**config.mk**
```make
export PLATFORM = sky130hd
export DESIGN_NAME = bitstream_reader
export DESIGN_NICKNAME = d
export VERILOG_FILES = /design/src/rtl/bitstream_reader.sv
export SDC_FILE = /design/constraint.sdc
export NUM_CORES = 1
export LEC_CHECK = 0
export ABC_AREA = 1
export CORE_MARGIN = 5
export CORE_UTILIZATION = 54
export DETAILED_ROUTE_END_ITERATION = 6
export MAX_ROUTING_LAYER = met4
export PLACE_DENSITY_LB_ADDON = 0.3
export SLEW_MARGIN = 10
export SYNTH_ARGS = -nofsm -noshare
export SYNTH_HDL_FRONTEND = slang
export SYNTH_SLANG_ARGS = --single-unit
```
**constraint.sdc**
```tcl
create_clock -name clock -period 4.1 [get_ports clock]
set_clock_uncertainty 0.05 [all_clocks]
set_input_delay 1.23 -clock clock [delete_from_list [all_inputs] [get_ports clock]]
set_output_delay 1.23 -clock clock [all_outputs]
set_load 0.1 [all_outputs]
```
**src/rtl/bitstream_reader.sv**
```systemverilog
// bitstream_reader: MSB-first bit extraction from a packed 32-bit word stream.
// A 64-bit left-aligned shift buffer holds unread bits (bit 63 is the next
// bit). Fields of 1..32 bits are returned right-aligned, one cycle after
// acceptance. Flush drops bits up to the next byte boundary. An illegal
// request size latches a sticky error that blocks reads until sync_clr.
// Optional feature macro: BITSTREAM_READER_POS_EN enables the bit_pos counter;
// without it bit_pos is tied to zero.
module bitstream_reader (
  input  logic        clock,
  input  logic        reset_n,
  input  logic        sync_clr,
  input  logic        in_valid,
  input  logic [31:0] in_data,
  output logic        in_ready,
  input  logic        rd_req,
  input  logic [5:0]  rd_size,
  output logic        rd_ready,
  output logic        rd_valid,
  output logic [31:0] rd_val,
  input  logic        flush,
  output logic [6:0]  fill,
  output logic        err,
  output logic [31:0] bit_pos
);

  typedef enum logic {
    ST_OK  = 1'b0,
    ST_ERR = 1'b1
  } state_t;

  state_t      state;
  state_t      state_next;
  logic [63:0] shift_buf;
  logic [63:0] buf_next;
  logic [6:0]  consumed;
  logic [6:0]  fill_after;
  logic [6:0]  fill_next;
  logic [31:0] rd_field;
  logic        rd_req_legal;
  logic        load;
  logic        rd_accept;

  assign rd_req_legal = (rd_size != 6'd0) && (rd_size <= 6'd32);
  assign err          = (state == ST_ERR);
  assign in_ready     = (fill <= 7'd32) && !sync_clr;
  assign rd_ready     = rd_req_legal && (fill >= {1'b0, rd_size}) &&
                        !flush && !sync_clr && !err;
  assign load         = in_valid && in_ready;
  assign rd_accept    = rd_req && rd_ready;

  // Top rd_size bits of the buffer, right-aligned; only used when legal.
  assign rd_field = shift_buf[63:32] >> (6'd32 - rd_size);

  // Bits consumed this cycle and the resulting buffer/fill after any load.
  // NOTE: every always_comb output gets a default first so no path leaves it
  // unassigned, which would otherwise infer a latch.
  always_comb begin
    consumed = 7'd0;
    if (flush) begin
      // Words are 32-bit aligned, so fill mod 8 is the distance to a byte edge.
      consumed = {4'd0, fill[2:0]};
    end else if (rd_accept) begin
      consumed = {1'b0, rd_size};
    end
    fill_after = fill - consumed;
    // Bits below the fill level are always zero, so the new word can be ORed
    // in directly behind the remaining unread bits.
    buf_next = shift_buf << consumed;
    if (load) begin
      buf_next = buf_next | ({in_data, 32'd0} >> fill_after);
    end
    fill_next = load ? (fill_after + 7'd32) : fill_after;
  end

  // Error FSM next state: sticky until sync_clr, which has top priority.
  always_comb begin
    state_next = state;
    if (sync_clr) begin
      state_next = ST_OK;
    end else if (rd_req && !rd_req_legal) begin
      state_next = ST_ERR;
    end
  end

  // Error FSM state register.
  // NOTE: sequential state uses non-blocking assignments so every register
  // samples pre-edge values regardless of block evaluation order.
  always_ff @(posedge clock or negedge reset_n) begin
    if (!reset_n) begin
      state <= ST_OK;
    end else begin
      state <= state_next;
    end
  end

  // Shift buffer and fill level; the buffer is reset because unread-bit
  // zeroing below the fill level is relied on by the load merge.
  always_ff @(posedge clock or negedge reset_n) begin
    if (!reset_n) begin
      shift_buf <= 64'd0;
      fill      <= 7'd0;
    end else if (sync_clr) begin
      shift_buf <= 64'd0;
      fill      <= 7'd0;
    end else begin
      shift_buf <= buf_next;
      fill      <= fill_next;
    end
  end

  // Read result: one-cycle valid pulse; the value holds until the next accept.
  always_ff @(posedge clock or negedge reset_n) begin
    if (!reset_n) begin
      rd_valid <= 1'b0;
      rd_val   <= 32'd0;
    end else begin
      rd_valid <= rd_accept;
      if (rd_accept) begin
        rd_val <= rd_field;
      end
    end
  end

`ifdef BITSTREAM_READER_POS_EN
  // Stream position: all consumed bits, flushed bits included; wraps at 2^32.
  always_ff @(posedge clock or negedge reset_n) begin
    if (!reset_n) begin
      bit_pos <= 32'd0;
    end else if (sync_clr) begin
      bit_pos <= 32'd0;
    end else begin
      bit_pos <= bit_pos + {25'd0, consumed};
    end
  end
`else
  assign bit_pos = 32'd0;
`endif

endmodule

```
Word-level counts from Yosys, hierarchy flattened
Index checks and enable logic that the tools add are counted.
Word-level totals
  bits in registers: 105
  input bits: 44
  output and inout bits: 75
  logic and storage cells: 38
Operators by class
  add/sub/neg operators: 3
  magnitude comparators: 3
  shifts and indexed selects: 3
  mux-type cells: 8
  bitwise logic cells: 1
  reduce and logical (&&, ||, !) cells: 15
Operators with widths (number)
  two-way mux 64 bit: 2
  OR 64 bit: 1
  left shift 64 x 7 -> 64 bit: 1
  right shift 64 x 7 -> 64 bit: 1
  right shift 32 x 6 -> 32 bit: 1
  two-way mux 7 bit: 3
  logical AND 1 bit: 9
  adder 7 x 6 -> 7 bit, second input constant: 1
  >= comparator 7 x 6 -> 1 bit: 1
  <= comparator 7 x 6 -> 1 bit, second input constant: 1
  subtractor 7 bit: 1
  <= comparator 6 bit, second input constant: 1
  two-way mux 6 bit: 1
  nonzero test 6 bit: 1
  subtractor 6 bit, first input constant: 1
  logical NOT 1 bit: 4
  two-way mux 1 bit: 2
  nonzero test 2 bit: 1

Longest topological paths before layout
  depth after elaboration: 14
  depth in mapped cells: 28
  mapped depth without buffers: 23

Worst setup path before layout
OpenSTA, ideal clock, no wires.
  path kind: input to register
  start point: in rd_size[0]
  end point: reg shift_buf[44]
  setup time: 136 ps
  data arrival time: 4946 ps
  data required time: 3914 ps
  setup slack: -1032 ps
  stages: 23
  buffers on the path: 5
  cell sequence: clkbuf_1 > inv_1 > ha_1 > nand3_1 > nand2_1 > nand2_2 > nor2_8 > nand4_4 > nand2_4 > buf_4 > buf_6 > ha_1 > fa_1 > buf_2 > buf_1 > mux2i_1 > mux2i_1 > nand2_1 > o21ai_0 > o21ai_0 > nor2_1 > a31oi_1 > a21oi_1
On the way
  word-level cells in the longest chain between the ends: 14
  elaborated cells on any way between the ends: 17
  classes of those cells: 1 x add/sub; 2 x order compare; 2 x shift; 4 x mux; 1 x bitwise; 7 x reduce/logical
RTL lines
  start, declared: RTL line 16  | input logic [5:0] rd_size,
  <= comparator 6 bit / nonzero test 6 bit (equally long branches): RTL line 43  | assign rd_req_legal = (rd_size != 6'd0) && (rd_size <= 6'd32);
  logical AND 1 bit: RTL line 43
  logical AND 1 bit (2 in a row): RTL line 46  | assign rd_ready = rd_req_legal && (fill >= {1'b0, rd_size}) &&
  logical AND 1 bit (2 in a row): RTL line 47  | !flush && !sync_clr && !err;
  logical AND 1 bit: RTL line 49  | assign rd_accept = rd_req && rd_ready;
  two-way mux 6 bit *: RTL line 62  | end else if (rd_accept) begin
  two-way mux 7 bit *: RTL line 59  | if (flush) begin
  subtractor 7 bit: RTL line 65  | fill_after = fill - consumed;
  right shift 64 x 7 -> 64 bit: RTL line 70  | buf_next = buf_next | ({in_data, 32'd0} >> fill_after);
  OR 64 bit: RTL line 70
  two-way mux 64 bit *: RTL line 69  | if (load) begin
  two-way mux 64 bit *: RTL line 102  | end else if (sync_clr) begin
  end signal, assigned: RTL line 106  | shift_buf <= buf_next;
  end, declared: RTL line 33  | logic [63:0] shift_buf;
Every way passes the cells marked *; elsewhere a longest branch is shown, timed or not.
A chain may end at the register's enable or synchronous reset.

Worst setup path after layout
  start point: in rd_size[3]
  end point: reg shift_buf[21]
The elaborated chain is that of the path after synthesis.

==> reports/metrics.yaml <==
place:
  pre_cts_slack_ps: -1370
  place_inst: 2657
  dp_hpwl_um: 39400
  place_congestion: 1.10
  dpl-instance-area_mm2: 0.0152
  numPortBuffers: 86
timing:
  setup_violations: 67
  whs_ps: 449
  finalCriticalPeriod_ps: 4740
  rsz0062_at_grt: "true"
  worst_pin_slew_ps: 987
  tns_ps: -24460
  max_clock_freq_mhz: 211
  layout_setup_ws_ps: -641
  final-hold-violation-count: 0
  post-route-period-util_pct: 116
  final_max_slew_viol_count: 0
  relSlewSlack_pct: 34.0
routing:
  totalWireLength_um: 58700
  final_antenna_net_count: 0
  vias_per_cell: 6.46
  wl_per_cell_um: 21.4
  dr.pass1.iters: 7
  via_count: 17700
  drcViolationCount: 0
  drtIter0Drc: 2630
critical_path:
  critPathMaxStageDelay_ps: 520
  path_max_fanout: 6
  timing_worst_setup_path_type: "primary input to register"
  cpMostUsedCell: "nand2_1"
  cp.required_ps: 4340
  crit_chain: "buf_4 -> clkinvlp_4 -> ha_4 -> nand2_1 -> nor2_1 -> nand3_1 -> nand3_4 -> nand3_4 -> o21ai_4 -> fa_2 -> buf_12 -> buf_12 -> mux2i_2 -> mux2i_1 -> inv_1 -> o21ai_2 -> buf_4 -> nand2_1 -> nand2_1 -> nand3_2 -> a21oi_2"
  crit_arrival_ps: 4980
  cp-start-kind: "primary input"
  critPathCaptureType: "register"
  crit_slowest_cell: "fa_2"
  reg2reg_depth: 20
logic_synthesis:
  synthXorXnorAreaFrac_pct: 0.463
  synthMuxAreaShare_pct: 4.94
  syn_area_mm2: 0.0130
  ys_top_cells_by_count: "632 x nand3_1, 601 x nand2_1, 206 x o21ai_0"
  ys_seq_area_share_pct: 20.2
  synth_top_family_by_area: "simple AND/OR/NAND/NOR gates"
  synth_compound_area_share_pct: 14.6
  yosysTopAreaCellShare_pct: 24.4
  synth.most_common_cell: "nand3_1"
  yosys_warnings: 0
  synth_edf_count: 0
  synth_fa_ha_area_share_pct: 1.41
  async_reset_ff_share_pct: 100
  synth-main-ff-cell: "dfrtp_1"
  synth.area.top_cells: "nand3_1 24%, dfrtp_1 20%, nand2_1 17%"
  synth.largest_area_cell: "nand3_1"
  synth_cells: 2217
  ys_seq_elements: 105
  ys_types: 49
  avgSynthCellArea_um2: 5.85
  synth_simple_gate_area_share_pct: 45.9
grt:
  antenna_found_initial: 1
  grt_pass1_wl_um: 83600
  grt_max_degree: 82
  grt_pass1_vias: 15500
  gr-total-overflow: 0
  groute.usage.overall_pct: 39.9
status:
  violations: "negative setup slack"
  outcome: "finished with violations"
floorplanning:
  dieWidth_um: 165
  die-area_mm2: 0.0272
  io_pins: 119
  initial_core_util_pct: 55.1
  fp-row-count: 56
  core_mm2: 0.0235
  die_h_um: 165
cells_and_area:
  fin_nets: 2474
  design_area_mm2: 0.0175
  drive_gt1_share_pct: 23.7
  n_antenna_cell: 0
  final_cells: 2740
  syn_to_final_growth_pct: 35.1
  fin_util_pct: 74.5
flow_run:
  cap_violations: 0
clock_tree:
  clk_pin_slew_ps: 90
  cts_buffers: 9
  cts_tree: "done"
  clkSinkCount: 105
  htree_levels: 3
  postCtsHoldBufs: 0
  cts_buffer_depth: 2
  root_buffer: "clkbuf_16"
  insertion_delay_ps: 370
power:
  p_seq_share_pct: 10.9
  power_mw: 16.3
  ir_drop_mv: 0.851
  power_frac_clock_pct: 5.9
  p_sw_share_pct: 57.0
  power_density_mw_per_mm2: 931
  p_int_mw: 7.01
  p_leak_nw: 8.12
  p_sw_mw: 9.30
  comb_power_share_pct: 83.3
min_path:
  hp-class: "register to register"
  min_delay_path_depth: 2
metal layers:
| layer | vias to the layer above | part of all wire, % | GRT usage [%] |
|---|---|---|---|
| met2 | 1367 | 45 | 63.8 |
| li1 | 7882 | - | - |
| met1 | 8096 | 37 | 50.4 |
| met4 | 0 | 6.8 | 16.4 |
| met5 | - | 0 | - |
| met3 | 348 | 11 | 6.24 |
cell type report:
cell class              instances  area (um^2)
fillers                      1852         6010
well taps                     319          399
clock inverters                 7         91.3
inverters                     151          598
clock buffers                   9          225
repair inverters                2         15.0
flip-flops and latches        105         2630
multi-input cells            1787        10200
repair buffers                360         3340
registers in the layout, summed over array words and instances, names as in the netlist:
signal and cells:
fill 7, shift_buf 64, rd_valid 1, rd_val 32, err 1
worst max-delay path, delay by kind of cell:
kind / cells / cell delay [ps]
adder cells (fa/ha/maj): 2 / 820
AO/OA/AOI/OAI: 3 / 570
multiplexers: 2 / 620
AND/OR/NAND/NOR: 8 / 870
buffers and inverters: 6 / 860
layout by cell type, fill, tap and decap left out, drive strengths merged, types with 2 or more instances in the layout:
master | netlist | routed
nand3b | 2 | 2
xnor2 | 2 | 2
or2 | 6 | 6
mux2i | 64 | 64
clkbuf | 81 | 15
clkinvlp | 0 | 5
o21ai | 211 | 211
nand2 | 603 | 603
nor2 | 56 | 56
a31oi | 3 | 3
clkinv | 0 | 4
and2 | 3 | 3
a22o | 7 | 7
o22ai | 3 | 3
a21oi | 81 | 81
a32o | 9 | 9
buf | 124 | 284
nand3 | 635 | 635
dfrtp | 105 | 105
ha | 13 | 13
clkdlybuf4s50 | 0 | 69
conb | 1 | 32
o21a | 2 | 2
inv | 151 | 151
nand4 | 11 | 11
xor2 | 4 | 4
nor3 | 10 | 10
o211ai | 26 | 26
cells by family after synthesis:
logic type,after synthesis
adders and majority gates,14
AOI/OAI and AO/OA,344
DFF,105
other,1
buffers and inverters,356
xor gates and xnor gates,6
and+or+nand+nor,1327
muxes,64
worst paths after layout:
kind                                   startpoint                       to  slack (ps)
max in group asynchronous                 reset_n  shift_buf[30]$_DFF_PN0_        2490
min                        rd_val[24]$_DFFE_PN0N_   rd_val[24]$_DFFE_PN0N_         450
max                                    rd_size[3]  shift_buf[21]$_DFF_PN0_        -640
min reg2reg                rd_val[24]$_DFFE_PN0N_   rd_val[24]$_DFFE_PN0N_         450
max reg2reg                     fill[0]$_DFF_PN0_  shift_buf[21]$_DFF_PN0_        -110
min in group asynchronous                 reset_n   rd_val[24]$_DFFE_PN0N_         710
power groups by stage:
stage                     combinational, mW  clock, mW  sequential [mW]
after global placement                 9.78          0             1.75
after detailed placement               9.86          0             1.75
final                                  13.6      0.956             1.77
after global routing                   14.2      0.989             1.78
after floorplan                        5.68          0             2.25
after CTS                              11.1      0.951             1.73
what timing repair did:
action / CTS / global route
gates resized for setup: 216 / 201
buffers inserted: 30 / 33
gates cloned: 3 / 7
endpoints found under the setup margin: 67 / 75
pin swaps: 75 / 79
Power figures use the tool's default switching activity.
